==> src/rtl/print_uart_tx_pkg.sv <==
// rtl/print_uart_tx_pkg.sv - shared print-path types and constants
// Purpose: UART state encoding, byte width and default baud divisor used by
//          the print UART transmitter and its byte FIFO.
package print_uart_tx_pkg;

  localparam int DATA_WID          = 8;
  localparam int CLKS_PER_BIT_DFLT = 278;  // 32 MHz / 115200

  typedef enum logic [1:0] {
    S_IDLE  = 2'd0,
    S_START = 2'd1,
    S_DATA  = 2'd2,
    S_STOP  = 2'd3
  } uart_state_t;

endpackage

==> src/rtl/print_uart_tx_fifo.sv <==
// rtl/print_uart_tx_fifo.sv - show-ahead byte FIFO with early back-pressure
// Purpose: buffers bytes between the character fetcher and the UART.
// Ports:
//   clk, rst       clock, asynchronous active-high reset
//   wr_data, push  byte and one-cycle push strobe
//   pop            advance the read pointer (ignored when empty)
//   rd_data        head byte, visible with no read latency
//   empty          no entries
//   almost_full    count >= DEPTH-1 (one slot of slack for the lagging strobe)
//   count          occupancy 0..DEPTH
//   drop_cnt       saturating count of pushes lost while completely full
module byte_fifo #(
  parameter int WIDTH = print_uart_tx_pkg::DATA_WID,
  parameter int DEPTH = 16,
  parameter int DEPL2 = 4
) (
  input  logic             clk,
  input  logic             rst,
  input  logic [WIDTH-1:0] wr_data,
  input  logic             push,
  input  logic             pop,
  output logic [WIDTH-1:0] rd_data,
  output logic             empty,
  output logic             almost_full,
  output logic [DEPL2:0]   count,
  output logic [7:0]       drop_cnt
);
  import print_uart_tx_pkg::*;

  logic [WIDTH-1:0] mem [DEPTH];
  logic [DEPL2-1:0] wr_ptr;
  logic [DEPL2-1:0] rd_ptr;
  logic             full;
  logic             do_push;
  logic             do_pop;

  assign full        = (count == (DEPL2+1)'(DEPTH));
  assign empty       = (count == '0);
  assign almost_full = (count >= (DEPL2+1)'(DEPTH-1));
  assign do_push     = push && !full;
  assign do_pop      = pop && !empty;
  assign rd_data     = mem[rd_ptr];

  // Storage needs no reset; only entries behind a valid count are ever read.
  always_ff @(posedge clk) begin
    if (do_push) mem[wr_ptr] <= wr_data;
  end

  always_ff @(posedge clk or posedge rst) begin
    if (rst) begin
      wr_ptr   <= '0;
      rd_ptr   <= '0;
      count    <= '0;
      drop_cnt <= '0;
    end else begin
      if (do_push) wr_ptr <= wr_ptr + 1'b1;
      if (do_pop)  rd_ptr <= rd_ptr + 1'b1;
      case ({do_push, do_pop})
        2'b10:   count <= count + 1'b1;
        2'b01:   count <= count - 1'b1;
        default: count <= count;
      endcase
      // A push into a full FIFO is lost even if a pop happens on the same edge.
      if (push && full && (drop_cnt != 8'hFF)) drop_cnt <= drop_cnt + 8'd1;
    end
  end

endmodule

==> src/rtl/print_uart_tx.sv <==
// rtl/print_uart_tx.sv - print-path byte FIFO drained by an 8N1 UART transmitter
// Purpose: accepts bytes from the character fetcher and serializes them LSB
//          first on the board TX line, back-to-back frames with no gap.
// Ports:
//   clk_i, rst_i  clock, asynchronous active-high reset
//   data_i        byte to enqueue when queue_i is high
//   queue_i       push strobe, one byte per high cycle
//   fifofull_o    back-pressure (count >= FIFO_DEPTH-1)
//   txd_o         registered serial output, idle high
//   busy_o        FIFO non-empty or frame in progress
//   level_o       FIFO occupancy
//   dbg_drop_o    saturating count of dropped pushes
module print_uart_tx #(
  parameter int DATA_WID     = print_uart_tx_pkg::DATA_WID,
  parameter int FIFO_DEPTH   = 16,
  parameter int FIFO_DEPL2   = 4,
  parameter int CLKS_PER_BIT = print_uart_tx_pkg::CLKS_PER_BIT_DFLT
) (
  input  logic                clk_i,
  input  logic                rst_i,
  input  logic [DATA_WID-1:0] data_i,
  input  logic                queue_i,
  output logic                fifofull_o,
  output logic                txd_o,
  output logic                busy_o,
  output logic [FIFO_DEPL2:0] level_o,
  output logic [7:0]          dbg_drop_o
);
  import print_uart_tx_pkg::*;

  localparam int BAUD_W = (CLKS_PER_BIT > 1) ? $clog2(CLKS_PER_BIT) : 1;
  localparam logic [BAUD_W-1:0] BAUD_LAST = BAUD_W'(CLKS_PER_BIT - 1);

  uart_state_t         state, state_n;
  logic [BAUD_W-1:0]   baud, baud_n;
  logic [2:0]          bit_idx, bit_idx_n;
  logic [DATA_WID-1:0] shift, shift_n;
  logic                txd, txd_n;
  logic                pop;
  logic                empty;
  logic [DATA_WID-1:0] head;
  logic [FIFO_DEPL2:0] count;

  byte_fifo #(
    .WIDTH(DATA_WID),
    .DEPTH(FIFO_DEPTH),
    .DEPL2(FIFO_DEPL2)
  ) u_fifo (
    .clk        (clk_i),
    .rst        (rst_i),
    .wr_data    (data_i),
    .push       (queue_i),
    .pop        (pop),
    .rd_data    (head),
    .empty      (empty),
    .almost_full(fifofull_o),
    .count      (count),
    .drop_cnt   (dbg_drop_o)
  );

  always_ff @(posedge clk_i or posedge rst_i) begin
    if (rst_i) begin
      state   <= S_IDLE;
      baud    <= '0;
      bit_idx <= '0;
      shift   <= '0;
      txd     <= 1'b1;
    end else begin
      state   <= state_n;
      baud    <= baud_n;
      bit_idx <= bit_idx_n;
      shift   <= shift_n;
      txd     <= txd_n;
    end
  end

  // txd_n is the line level belonging to state_n, so the registered txd
  // switches on the same edge as the state it represents.
  always_comb begin
    state_n   = state;
    baud_n    = baud;
    bit_idx_n = bit_idx;
    shift_n   = shift;
    txd_n     = txd;
    pop       = 1'b0;
    case (state)
      S_IDLE: begin
        txd_n = 1'b1;
        if (!empty) begin
          pop     = 1'b1;
          shift_n = head;
          baud_n  = '0;
          state_n = S_START;
          txd_n   = 1'b0;
        end
      end
      S_START: begin
        if (baud == BAUD_LAST) begin
          baud_n    = '0;
          bit_idx_n = '0;
          state_n   = S_DATA;
          txd_n     = shift[0];
        end else begin
          baud_n = baud + 1'b1;
        end
      end
      S_DATA: begin
        if (baud == BAUD_LAST) begin
          baud_n  = '0;
          shift_n = shift >> 1;
          if (bit_idx == 3'd7) begin
            state_n = S_STOP;
            txd_n   = 1'b1;
          end else begin
            bit_idx_n = bit_idx + 1'b1;
            txd_n     = shift_n[0];
          end
        end else begin
          baud_n = baud + 1'b1;
        end
      end
      S_STOP: begin
        if (baud == BAUD_LAST) begin
          baud_n = '0;
          // Chain straight into the next start bit when more data is waiting.
          if (!empty) begin
            pop     = 1'b1;
            shift_n = head;
            state_n = S_START;
            txd_n   = 1'b0;
          end else begin
            state_n = S_IDLE;
            txd_n   = 1'b1;
          end
        end else begin
          baud_n = baud + 1'b1;
        end
      end
      default: begin
        state_n = S_IDLE;
        txd_n   = 1'b1;
      end
    endcase
  end

  assign txd_o   = txd;
  assign level_o = count;
  assign busy_o  = (count != '0) || (state != S_IDLE);

endmodule

==> config.mk <==
export PLATFORM = sky130hd
export DESIGN_NAME = print_uart_tx
export DESIGN_NICKNAME = d
export VERILOG_FILES = /design/src/rtl/print_uart_tx_pkg.sv /design/src/rtl/print_uart_tx_fifo.sv /design/src/rtl/print_uart_tx.sv
export SDC_FILE = /design/constraint.sdc
export NUM_CORES = 1
export LEC_CHECK = 0
export ABC_AREA = 1
export BUFFER_PORTS_ARGS = -buffer_cell sky130_fd_sc_hd__buf_2
export CAP_MARGIN = 20
export CORE_MARGIN = 2
export CORE_UTILIZATION = 54
export CTS_BUF_LIST = sky130_fd_sc_hd__clkbuf_16
export CTS_CLUSTER_SIZE = 25
export DETAILED_ROUTE_END_ITERATION = 10
export GPL_ROUTABILITY_DRIVEN = 0
export GPL_TIMING_DRIVEN = 0
export PLACE_DENSITY_LB_ADDON = 0.15
export RECOVER_POWER = 50
export SLEW_MARGIN = 20
export SYNTH_ARGS = -nofsm -noshare
export SYNTH_HDL_FRONTEND = slang
export SYNTH_HIERARCHICAL = 1
export SYNTH_SLANG_ARGS = --single-unit
==> constraint.sdc <==
create_clock -name clk_i -period 3.58 [get_ports clk_i]
set_input_delay 0.716 -clock clk_i [delete_from_list [all_inputs] [get_ports clk_i]]
set_output_delay 0.716 -clock clk_i [all_outputs]
set_load 0.005 [all_outputs]
Word-level counts from Yosys, hierarchy flattened
Memory sizes are Yosys's and may differ from the RTL's.
Index checks and enable logic that the tools add are counted.

storage, ports and cells
  register bits = 44
  memory bits (writable) = 128
  bits of input ports = 11
  output and inout bits = 16
  word-level logic and storage cells = 82
  memories = 1

memory list
  memory      depth  bits a word  rd ports  clocked after Yosys merged registers in  write ports  RTL line                  source
  u_fifo.mem  16     8            1         0                                        1            print_uart_tx_fifo.sv:30  logic [WIDTH-1:0] mem [DEPTH];

cells by class
  $add $sub $neg = 7
  magnitude comparators = 1
  equal/unequal tests = 15
  multiplexer cells = 30
  reductions and logical operators = 19

operators by type and width
  operator                                                            number
  two-way mux 8 bit                                                   3
  case mux 8 bit (3 select lines)                                     1
  two-way mux 9 bit                                                   2
  case mux 9 bit (2 select lines)                                     1
  != test 2 bit (second input constant)                               6
  two-way mux 1 bit                                                   10
  two-way mux 2 bit                                                   5
  case mux 5 bit (2 select lines)                                     1
  adder 9 x 1 -> 9 bit (second input constant)                        1
  == test 9 bit (second input constant)                               1
  two-way mux 3 bit                                                   3
  adder 4 x 1 -> 4 bit (second input constant)                        2
  adder 8 x 1 -> 8 bit (second input constant)                        1
  != test 8 bit (second input constant)                               1
  case mux 2 bit (4 select lines)                                     1
  == test 2 bit (second input constant)                               3
  case mux 3 bit (2 select lines)                                     1
  AND reduction 3 bit                                                 2
  nonzero test 2 bit                                                  3
  adder 5 x 1 -> 5 bit (second input constant)                        1
  == test 5 bit (second input constant)                               1
  greater-or-equal comparator 5 x 4 -> 1 bit (second input constant)  1
  zero test 5 bit                                                     1
  AND reduction 5 bit                                                 1
  other kinds (14)                                                    19

Depth between registers and ports, before layout
  depth after elaboration = 7
  gate-level depth with buffers = 20
  gate-level depth less buffers = 20

Hierarchy
The synthesis kept the hierarchy.

by module, submodules not included
  module         times used  cells an instance  area an instance (sq um)  sequential area each (sq um)
  byte_fifo      1           697                6827.8                    4369.2
  print_uart_tx  1           206                1445.1                    576.8

Least setup slack after synthesis
Ideal clock, no wire load.

  path kind = register -> register
  from = reg baud[1]
  to = reg u_fifo.count[4]
  library setup time = 0.117 ns
  arrival = 2.321 ns
  data required time = 3.463 ns
  setup slack = 1.143 ns
  stages on the path, launching flop included = 21
  path buffers = 0
  period minus slack after synthesis = 2.437 ns
  path through = dfrtp_1 -> inv_1 -> ha_1 -> nand2_1 -> nor2_1 -> nand2_4 -> nor2_1 -> o21a_1 -> nand2_1 -> inv_2 -> ha_1 -> inv_1 -> fa_1 -> inv_1 -> nand2_1 -> nand2_1 -> nand2_1 -> nand2_1 -> nand2_1 -> nand2_1 -> nand2_1

on the way
  word-level cells in the longest chain between the ends = 6
  elaborated cells between the ends (all ways) = 8
  classes of those cells = eq/ne (3); mux (3); reduce/logical (2)

ends and longest elaborated chain
  element                                                                       RTL line                  source
  start: declaration                                                            print_uart_tx.sv:35       logic [BAUD_W-1:0] baud, baud_n;
  start signal: assignment                                                      print_uart_tx.sv:70       baud <= baud_n;
  == test 9 bit *                                                               print_uart_tx.sv:123      if (baud == BAUD_LAST) begin
  two-way mux 1 bit *                                                           print_uart_tx.sv:123
  case mux 1 bit (2 select lines) *                                             print_uart_tx.sv:86       case (state)
  named net pop                                                                 print_uart_tx.sv:39       logic pop;
  logical AND 1 bit *                                                           print_uart_tx_fifo.sv:41  assign do_pop = pop && !empty;
  named net u_fifo.do_pop                                                       print_uart_tx_fifo.sv:35  logic do_pop;
  == test 2 x 1 -> 1 bit / == test 2 bit (equally long branches)                print_uart_tx_fifo.sv:58  case ({do_push, do_pop})
  case mux 5 bit (2 select lines) / nonzero test 2 bit (equally long branches)  n/a
  end signal: assignment                                                        print_uart_tx_fifo.sv:59  2'b10: count <= count + 1'b1;
  end signal: assignment                                                        print_uart_tx_fifo.sv:60  2'b01: count <= count - 1'b1;
  end signal: assignment                                                        print_uart_tx_fifo.sv:61  default: count <= count;
  end: declaration                                                              print_uart_tx_fifo.sv:25  output logic [DEPL2:0] count,

The timed path passes the listed nets; every way through them passes the cells marked *.
A chain may end at the register's enable or synchronous reset.

Final worst setup path
  from = reg state[0]
  to = reg u_fifo.count[4]

on the way
  word-level cells in the longest chain between the ends = 5
  elaborated cells between the ends (all ways) = 8
  classes of those cells = eq/ne (3); mux (2); reduce/logical (3)

ends and longest elaborated chain
  element                                                                       RTL line                  source
  start: declaration                                                            print_uart_tx.sv:34       uart_state_t state, state_n;
  start signal: assignment                                                      print_uart_tx.sv:69       state <= state_n;
  == test 2 bit / zero test 2 bit (equally long branches)                       print_uart_tx.sv:86
  case mux 1 bit (2 select lines) *                                             print_uart_tx.sv:86
  named net pop                                                                 print_uart_tx.sv:39
  logical AND 1 bit *                                                           print_uart_tx_fifo.sv:41
  named net u_fifo.do_pop                                                       print_uart_tx_fifo.sv:35
  == test 2 x 1 -> 1 bit / == test 2 bit (equally long branches)                print_uart_tx_fifo.sv:58
  case mux 5 bit (2 select lines) / nonzero test 2 bit (equally long branches)  n/a

Marked as above.

==> results.yml <==
clock_network:
  cts_hold_buf: 0
  clk_pin_slew_worst_paths_ns: 0.07
  cts_made_buffers: 17
  cts.sinks: 172
  cts_resized: 0
  clockBufferDepth: 2
  htree_num_levels: 4
  cts_setup_buffers: 0
  root_buffer: "clkbuf_16"
  cts_tree: "yes"
  clk-insertion-delay-late_ns: 0.43
detailed_routing:
  firstDrtPassIters: 5
  viasPerCell: 5.05
  drtAntennaViolNets: 0
  wl_per_cell_um: 14.8
  wl_um: 17000
  dr_total_vias: 5808
  drt_iter0_markers: 474
  drc: 0
power_and_ir_drop:
  pwr-share-seq: 0.374
  power_frac_comb: 0.375
  vdd_drop_max_v: 0.000399
  pwr-share-clk: 0.251
  switchingPower_mw: 2.79
  p_int_mw: 4.24
  p_leak_nw: 4.22
  power.density_nw_per_um2: 764
  swShare: 0.397
sta:
  slew_headroom: 0.367
  period_minus_slack_ns: 2.78
  tns_ns: 0
  rsz0062_at_grt: "false"
  fmax_ghz: 0.360
  setup_violations: 0
  final_hold_viol_count: 0
  slew_violations: 0
  post-route-period-util: 0.775
  finClkSkew_ns: 0.00907
  tightestPinTransition_ns: 0.949
finish:
  fillers: 1263
  num-nets-final: 979
  area_growth_pct: 11.2
  seqCellArea_um2: 4950
  multi_input_area_um2: 2760
  final_cells: 1149
  layout-drive-gt1-share: 0.107
  n_antenna_cell: 0
synthesis:
  yosysWarnings: 6
  syn-cell-area_um2: 8270
  synth.distinct_cells: 34
  synthTopCellsByArea: "edfxtp_1, nand2_1, dfrtp_1, inv_1, nor2_1"
  synth_top_cell_by_area: "edfxtp_1"
  syn_inst: 903
  synth_seq_cells: 172
  yosysSeqAreaShare: 0.598
  syn-num-nets: 934
  postSynthAreaPerCell_um2: 9.16
  synth_top_cell_area_share: 0.465
floorplanning:
  die_x_um: 128
  fp.dieH_um: 128
  start_util: 0.548
  die_area_um2: 16300
  io_pins: 27
  fp.coreArea_um2: 15100
  rows: 45
place:
  io_buffers: 26
  dpl.hpwl_um: 11500
  dp_cells: 1117
run_status:
  status: "complete, no violations"
grt:
  grt-ovfl-total: 0
  grt_max_degree: 24
  grt.total_usage: 0.223
  antenna_found_initial: 0
  grt_pass1_wl_um: 27500
  grt_pass1_vias: 5318
run:
  max_cap_viol_count: 0
setup_path:
  cp_data_required_time_ns: 3.90
  startpoint_type: "flip-flop"
  end_kind: "flip-flop"
  r2r_slack_ns: 0.80
  worst-endpoint-arrival_ns: 3.10
  path_max_fanout: 5
  critical_path_class: "reg -> reg"
hold_path:
  hold_path.class: "in -> async"
worst max-delay path: stages, from the launching register on:
cell	delay [ns]
dfrtp_1	0.40
inv_1	0.12
ha_1	0.36
nor2_1	0.18
o21a_1	0.14
nand2_1	0.13
inv_2	0.14
ha_1	0.26
inv_1	0.10
fa_1	0.40
inv_1	0.07
nand2_1	0.04
nand2_1	0.08
nand2_1	0.05
nand2_1	0.05
nand2_1	0.04
nand2_1	0.05
nand2_1	0.04
cells by family (layout without fill, tap and decap cells):
group | after synthesis | count (layout) | synth area share
buffers and inverters | 129 | 187 | 0.0681
AO/OA/AOI/OAI | 22 | 22 | 0.0141
adder cells (fa/ha/maj) | 20 | 20 | 0.0312
AND/OR/NAND/NOR | 550 | 550 | 0.278
XOR/XNOR | 10 | 10 | 0.0106
flip-flops | 172 | 172 | 0.598
per-layer routing:
metal	track usage	wire length [um]	vias to the layer above
li1	-	-	2966
met1	0.326	7910	2670
met2	0.338	7650	149
met3	0.0484	1040	23
met4	0.0698	360	0
met5	0	0	-
power by group through the flow:
stage / logic (mW) / registers, mW / clock network, mW
floorplan: 1.91 / 2.63 / 0
global placement: 2.58 / 2.66 / 0
detailed placement: 2.62 / 2.67 / 0
CTS: 2.63 / 2.63 / 1.80
global route: 2.99 / 2.67 / 1.87
finish: 2.64 / 2.63 / 1.76
cells in the final DEF, fill, tap and decap left out, types with 2 or more instances in the layout:
cell type / Yosys / layout
o21ai_1: 7 / 6
dfrtp_1: 43 / 43
ha_1: 19 / 19
xnor2_1: 3 / 3
nand2_4: 3 / 3
clkinv_4: 0 / 3
a21oi_1: 2 / 2
nand3_1: 65 / 65
nand3b_1: 4 / 4
edfxtp_1: 128 / 128
clkinv_8: 0 / 2
clkinvlp_4: 0 / 2
o21ai_0: 11 / 12
nor2_1: 89 / 90
inv_8: 0 / 5
buf_4: 4 / 4
xor2_1: 7 / 7
nand4_1: 7 / 7
inv_6: 1 / 3
buf_6: 2 / 2
nand2_1: 362 / 363
clkbuf_16: 0 / 17
nand3_2: 10 / 10
nor2_2: 4 / 3
clkbuf_1: 2 / 10
buf_2: 15 / 33
clkinv_1: 2 / 5
nand2_2: 3 / 2
inv_2: 12 / 9
inv_1: 89 / 90
area by class of cell:
| class | instances | area share |
|---|---|---|
| clock inverter | 15 | 0.0165 |
| tap | 188 | 0.0256 |
| timing repair buffer | 26 | 0.0131 |
| buffer | 25 | 0.0182 |
| inverter | 104 | 0.0430 |
| sequential | 172 | 0.538 |
| multi-input combinational | 602 | 0.300 |
| clock buffer | 17 | 0.0462 |
state kept, by name, summed over array words and instances, names as in the netlist:
name	cells
u_fifo/count	5
baud	9
u_fifo/drop_cnt	8
u_fifo/mem	128
shift	8
u_fifo/wr_ptr	4
u_fifo/rd_ptr	4
state	2
bit_idx	3
txd_o	1
metrics by stage:
step	worst slack [ns]	utilization	hold slack, ns	power [mW]	instance area [um^2]
after floorplan	1.14	-	0.442	4.55	8270
after global placement	0.839	0.572	0.454	5.24	8640
after detailed placement	0.811	0.572	0.460	5.29	8640
after CTS	0.792	0.611	0.477	7.07	9220
after global routing	0.482	0.610	0.498	7.53	9200
final	0.804	0.610	0.445	7.03	9200
path summary, 6_finish.rpt:
path | endpoint | cells after the start | startpoint
worst max-delay path | u_fifo/count[4]$_DFFE_PP0P_ | 17 | state[0]$_DFFE_PP0P_
worst min-delay path | u_fifo/count[0]$_DFFE_PP0P_ | 2 | rst_i
worst max register to register | u_fifo/count[4]$_DFFE_PP0P_ | 17 | state[0]$_DFFE_PP0P_
worst min register to register | shift[6]$_DFFE_PP0P_ | 2 | shift[6]$_DFFE_PP0P_
max in group asynchronous | baud[1]$_DFFE_PP0P_ | 2 | rst_i
min in group clk_i | shift[6]$_DFFE_PP0P_ | 2 | shift[6]$_DFFE_PP0P_
Yosys cell counts:
library cell,number
fa_1,1
clkinv_1,2
nor2_1,89
ha_1,19
dlymetal6s2s_1,1
o21ai_1,7
inv_1,89
nand2_4,3
o21ai_0,11
edfxtp_1,128
dfrtp_1,43
buf_6,2
clkbuf_1,2
nor2_2,4
or2_2,1
inv_2,12
o21a_1,1
dfstp_2,1
nand4_1,7
nor2_8,1
buf_2,15
xor2_1,7
nand2_2,3
a21oi_2,1
buf_4,4
xnor2_1,3
inv_6,1
buf_12,1
nand3_1,65
nand2_1,362
nand3_2,10
nor4_1,1
a21oi_1,2
nand3b_1,4
Note: power is estimated with default switching activity, not from simulation.
